`config.mk`:
```
export PLATFORM = sky130hd
export DESIGN_NAME = tx_tlp_arbiter
export DESIGN_NICKNAME = d
export VERILOG_FILES = /design/src/rtl/tx_tlp_arbiter.sv
export SDC_FILE = /design/constraint.sdc
export NUM_CORES = 1
export LEC_CHECK = 0
export BUFFER_PORTS_ARGS = -buffer_cell sky130_fd_sc_hd__buf_2
export CAP_MARGIN = 20
export CORE_AREA = 2 2 626 628
export CTS_CLUSTER_DIAMETER = 50
export DETAILED_ROUTE_END_ITERATION = 12
export DIE_AREA = 0 0 628 630
export REMOVE_ABC_BUFFERS = 1
export SETUP_SLACK_MARGIN = 0.05
export SLEW_MARGIN = 10
export SYNTH_ARGS = -nofsm -noshare
export SYNTH_HDL_FRONTEND = slang
export SYNTH_SLANG_ARGS = --single-unit
```
`constraint.sdc`:
```
create_clock -name clk -period 16.2 [get_ports clk]
set_clock_uncertainty 0.15 [all_clocks]
set_input_delay 3.24 -clock clk [delete_from_list [all_inputs] [get_ports clk]]
set_output_delay 3.24 -clock clk [all_outputs]
set_load 0.03 [all_outputs]
```
`src/rtl/tx_tlp_arbiter.sv`:
```
// Packet-atomic two-source TX TLP arbiter merging an AFU and a management stream.
// Define TX_ARB_STRICT_PRIO_EN for fixed management-first priority in IDLE (round robin otherwise).
module tx_tlp_arbiter #(
   parameter int unsigned NUM_CH = 2,
   parameter int unsigned DATA_W = 256,
   parameter int unsigned USER_W = 10
) (
   input  logic                       clk,
   input  logic                       rst_n,
   input  logic                       s0_tvalid,
   output logic                       s0_tready,
   input  logic [NUM_CH-1:0]          s0_valid,
   input  logic [NUM_CH-1:0]          s0_sop,
   input  logic [NUM_CH-1:0]          s0_eop,
   input  logic [NUM_CH*DATA_W-1:0]   s0_tdata,
   input  logic [NUM_CH*USER_W-1:0]   s0_tuser,
   input  logic                       s1_tvalid,
   output logic                       s1_tready,
   input  logic [NUM_CH-1:0]          s1_valid,
   input  logic [NUM_CH-1:0]          s1_sop,
   input  logic [NUM_CH-1:0]          s1_eop,
   input  logic [NUM_CH*DATA_W-1:0]   s1_tdata,
   input  logic [NUM_CH*USER_W-1:0]   s1_tuser,
   output logic                       m_tvalid,
   output logic [NUM_CH-1:0]          m_valid,
   output logic [NUM_CH-1:0]          m_sop,
   output logic [NUM_CH-1:0]          m_eop,
   output logic [NUM_CH*DATA_W-1:0]   m_tdata,
   output logic [NUM_CH*USER_W-1:0]   m_tuser,
   input  logic                       m_tready,
   output logic                       o_grant,
   output logic                       o_locked
);

   localparam int unsigned TD_W = NUM_CH * DATA_W;
   localparam int unsigned TU_W = NUM_CH * USER_W;

   localparam logic [1:0] IDLE  = 2'd0;
   localparam logic [1:0] LOCK0 = 2'd1;
   localparam logic [1:0] LOCK1 = 2'd2;

   logic [1:0]        state;
   logic [1:0]        state_nxt;
   logic              rr_last;
   logic              rr_nxt;
   logic              grant_nxt;
   logic              out_ready;
   logic              req0;
   logic              req1;
   logic              acc;
   logic              acc_beat;
   logic              sel_open;
   logic [NUM_CH-1:0] sel_valid;
   logic [NUM_CH-1:0] sel_sop;
   logic [NUM_CH-1:0] sel_eop;
   logic [TD_W-1:0]   sel_tdata;
   logic [TU_W-1:0]   sel_tuser;

   // A beat ends open when its highest-index valid channel carries no eop.
   function automatic logic ends_open(input logic [NUM_CH-1:0] v, input logic [NUM_CH-1:0] e);
      logic open_f;
      open_f = 1'b0;
      for (int i = 0; i < int'(NUM_CH); i++) begin
         if (v[i]) open_f = ~e[i];
      end
      return open_f;
   endfunction

   assign out_ready = ~m_tvalid | m_tready;
   assign s0_tready = out_ready & ~o_grant & rst_n;
   assign s1_tready = out_ready &  o_grant & rst_n;

   assign req0 = s0_tvalid & (|s0_valid);
   assign req1 = s1_tvalid & (|s1_valid);

   assign acc       = o_grant ? (s1_tvalid & s1_tready) : (s0_tvalid & s0_tready);
   assign sel_valid = o_grant ? s1_valid : s0_valid;
   assign sel_sop   = o_grant ? s1_sop   : s0_sop;
   assign sel_eop   = o_grant ? s1_eop   : s0_eop;
   assign sel_tdata = o_grant ? s1_tdata : s0_tdata;
   assign sel_tuser = o_grant ? s1_tuser : s0_tuser;

   // Empty beats are consumed from the source but never reach the output or the FSM.
   assign acc_beat = acc & (|sel_valid);
   assign sel_open = ends_open(sel_valid, sel_eop);

   always_ff @(posedge clk) begin
      if (!rst_n) begin
         state    <= IDLE;
         rr_last  <= 1'b1;
         o_grant  <= 1'b0;
         o_locked <= 1'b0;
      end else begin
         state    <= state_nxt;
         rr_last  <= rr_nxt;
         o_grant  <= grant_nxt;
         o_locked <= (state_nxt != IDLE);
      end
   end

   // Next state, round-robin pointer and the grant seen by the next cycle.
   always_comb begin
      state_nxt = state;
      rr_nxt    = rr_last;
      grant_nxt = o_grant;
      case (state)
         IDLE: begin
            if (acc_beat) begin
               if (sel_open) state_nxt = o_grant ? LOCK1 : LOCK0;
               else          rr_nxt    = o_grant;
            end
         end
         LOCK0, LOCK1: begin
            if (acc_beat && !sel_open) begin
               state_nxt = IDLE;
               rr_nxt    = o_grant;
            end
         end
         default: state_nxt = IDLE;
      endcase

      if (state_nxt == LOCK0) begin
         grant_nxt = 1'b0;
      end else if (state_nxt == LOCK1) begin
         grant_nxt = 1'b1;
      end else begin
`ifdef TX_ARB_STRICT_PRIO_EN
         if (req1)      grant_nxt = 1'b1;
         else if (req0) grant_nxt = 1'b0;
`else
         if (req0 && req1) grant_nxt = ~rr_nxt;
         else if (req0)    grant_nxt = 1'b0;
         else if (req1)    grant_nxt = 1'b1;
`endif
      end
   end

   // Output control register: loads only while the downstream can take a beat.
   always_ff @(posedge clk) begin
      if (!rst_n) begin
         m_tvalid <= 1'b0;
         m_valid  <= '0;
         m_sop    <= '0;
         m_eop    <= '0;
      end else if (out_ready) begin
         m_tvalid <= acc_beat;
         m_valid  <= acc_beat ? sel_valid : '0;
         m_sop    <= acc_beat ? sel_sop   : '0;
         m_eop    <= acc_beat ? sel_eop   : '0;
      end
   end

   // Payload register needs no reset; it is qualified by m_tvalid.
   always_ff @(posedge clk) begin
      if (out_ready && acc_beat) begin
         m_tdata <= sel_tdata;
         m_tuser <= sel_tuser;
      end
   end

endmodule

```
==> metrics.cfg <==
[logic_synthesis]
synth_largest_area_cell=edfxtp_1
synth.cell_area_um2=22940
synth_xor_area_share_pct=0
yosys-top-cells-area=edfxtp_1 (70%), mux2_2 (26%), dfxtp_1 (1.0%)
synth_compound_area_share_pct=0.6709
synthSimpleGateAreaFrac_pct=0.7418
synth_top_family_by_area=multiplexers
ys_warn_count=0
synthMuxAreaShare_pct=26.60
ys_types=31
yosysSeqAreaShare_pct=70.69
synth_edf_count=532
synth_area_per_cell_um2=18.85
synth_adder_area_share_pct=0.1091
synth-seq-cells=544
postSynth.asyncResetShare_pct=0
synthCells=1217
synth_flop_cell=edfxtp_1
yosys.area.top_type_share_pct=69.64

[grt]
grt_overflow_total=0
use_met1_pct=15.87
grt_max_degree=140
grt_use_total_pct=15.91
use_met2_pct=25.89
grt_pass1_vias=19610
grt_pass1_wl_um=368900
grt_busiest_layer=met2
use_met3_pct=11.93
antenna_found_initial=605

[die]
dieHeight_um=630
dieArea_um2=395600
die_w_um=628
floorplan.initialDensity_pct=5.908
num_rows=229
core_area_um2=388200
io_pins=1624

[clock_network]
cts-hold-fix-buffers=0
post_cts_buffers=0
ctsResizeCount=0
clk_pin_slew_worst_paths_ns=0.05
cts_tree=yes
insertion_delay_ns=0.89
clockBufferDepth=4
cts_root_buf=clkbuf_16
clkSinkCount=544
cts_made_buffers=116
h-tree-depth=3

[power]
sw_frac_of_total_pct=34.13
p_sw_mw=1.993
leakage_nw=15.52
ir_worst_vdd_mv=0.1210
seq_power_share_pct=32.2
p_clk_share_pct=42.6
power_frac_comb_pct=25.3
intPower_mw=3.845
p_per_area_nw_per_um2=139.3

[timing]
setup-tns-final_ns=0
post-route-period-util_pct=51.10
holdWs_ns=0.3534
worstMarginPinSlew_ns=1.020
max_freq_mhz=120.8
finalCriticalPeriod_ns=8.278
relSlewSlack_pct=31.99
slew_viol_final=0
rsz0062_at_grt=false
setup_slack_ns=7.922
setup_viol_count_final=0
hold_violations=0

[finish]
fin_nets=3992
area_growth_pct=82.73
final_cell_mix=buf_2 (1623), mux2_2 (532), edfxtp_1 (532), clkbuf_16 (116), inv_6 (20)
drive_gt1_share_pct=78.82
layout_commonest_cell=buf_2

[worst_setup_path]
crit_fanout=10
path_class=primary input to output pin
worstSetupStartpointType=primary input
critPathRequiredTime_ns=12.81
arrival_ns=4.89
end_kind=output pin

[placement]
io_buffers=1623
gp_congestion=0.9743
dp_hpwl_um=299700
pre_cts_ws_ns=7.715

[routing]
vias=22240
ant_nets=0
drcViolationCount=0
drt_iter0_drc=1842
wl_per_cell_um=38.81
via_per_inst=2.643
detail_route.first_pass.iterations=5
routed_wl_um=326400

[status]
status=finished clean

[flow_run]
drv_cap=0

[min_path]
min_path_type=flop to flop

[routing by layer]
metal / vias to the layer above / routed length [um] / share of wire [%]
met5: - / 2757 / 0.84
met4: 406 / 13630 / 4.2
met3: 1275 / 53790 / 16
met2: 2185 / 147300 / 45
met1: 9864 / 108900 / 33
li1: 8506 / - / -
[synth_stat cells, types with 2 or more instances]
cell and number:
nand2b_1 3, dfxtp_1 12, clkbuf_1 53, a21oi_1 11, ha_1 2, nor3_1 5
o21a_1 2, inv_1 4, mux2i_1 11, mux2_2 532, o21ai_0 6, buf_2 8
nand2_1 6, nor2_1 13, edfxtp_1 532, nand3_1 2
[state kept, by name, indices dropped and copies added (netlist names)]
signal / cells
m_sop: 2
m_tdata: 512
state: 2
m_tvalid: 1
m_eop: 2
o_locked: 1
m_valid: 2
rr_last: 1
o_grant: 1
m_tuser: 20
[logic make-up (layout without fill, tap and decap cells)]
family | after synthesis | count (layout)
other cells | 0 | 217
buf+inv | 68 | 1849
mux | 543 | 543
flops | 544 | 544
simple gates | 35 | 35
compound gates | 25 | 25
fa+ha+maj | 2 | 2
[power by group through the flow]
stage                     clock (mW)  combinational, mW  sequential, mW
after floorplan                    0              0.772            2.37
after CTS                       2.57               1.52            1.88
final                           2.48               1.48            1.88
after global placement             0               1.51            1.90
after detailed placement           0               1.51            1.90
after global routing            2.61               1.54            1.89
[final timing paths]
check	start	endpoint	slack, ns	depth (start not counted)
min	m_tvalid$_SDFFE_PN0N_	m_tvalid$_SDFFE_PN0N_	0.35	2
min reg2reg	m_tvalid$_SDFFE_PN0N_	m_tvalid$_SDFFE_PN0N_	0.35	2
max	rst_n	s0_tready	7.92	4
max reg2reg	o_grant$_SDFFE_PP0P_	m_tdata[232]$_DFFE_PP_	11.17	5
[critical path, cell delays in order]
cell and delay, ns:
buf_2 0.17, clkinv_1 0.29, nor3_1 0.77, buf_2 0.40
[layout make-up]
cell class              instances  area, um^2
fillers                     44510      346300
flip-flops and latches        544       16220
repair buffers               1637        8265
well taps                    5197        6502
multi-input cells             605        6450
clock buffers                 124        2933
clock inverters                83       975.9
diodes                        217       543.0
inverters                       5       26.28
[stage by stage]
step / cells / cell area [um^2] / util [%] / power (mW)
2_1_floorplan: 1154 / 22680 / - / 3.142
3_3_place_gp: 7988 / 37460 / 9.650 / 3.413
3_5_place_dp: 7988 / 37460 / 9.650 / 3.414
4_1_cts: 8195 / 41370 / 10.66 / 5.968
5_1_grt: 8290 / 41610 / 10.72 / 6.047
6_report: 8412 / 41920 / 10.80 / 5.838
No activity file was read; power rests on OpenSTA's default activity.
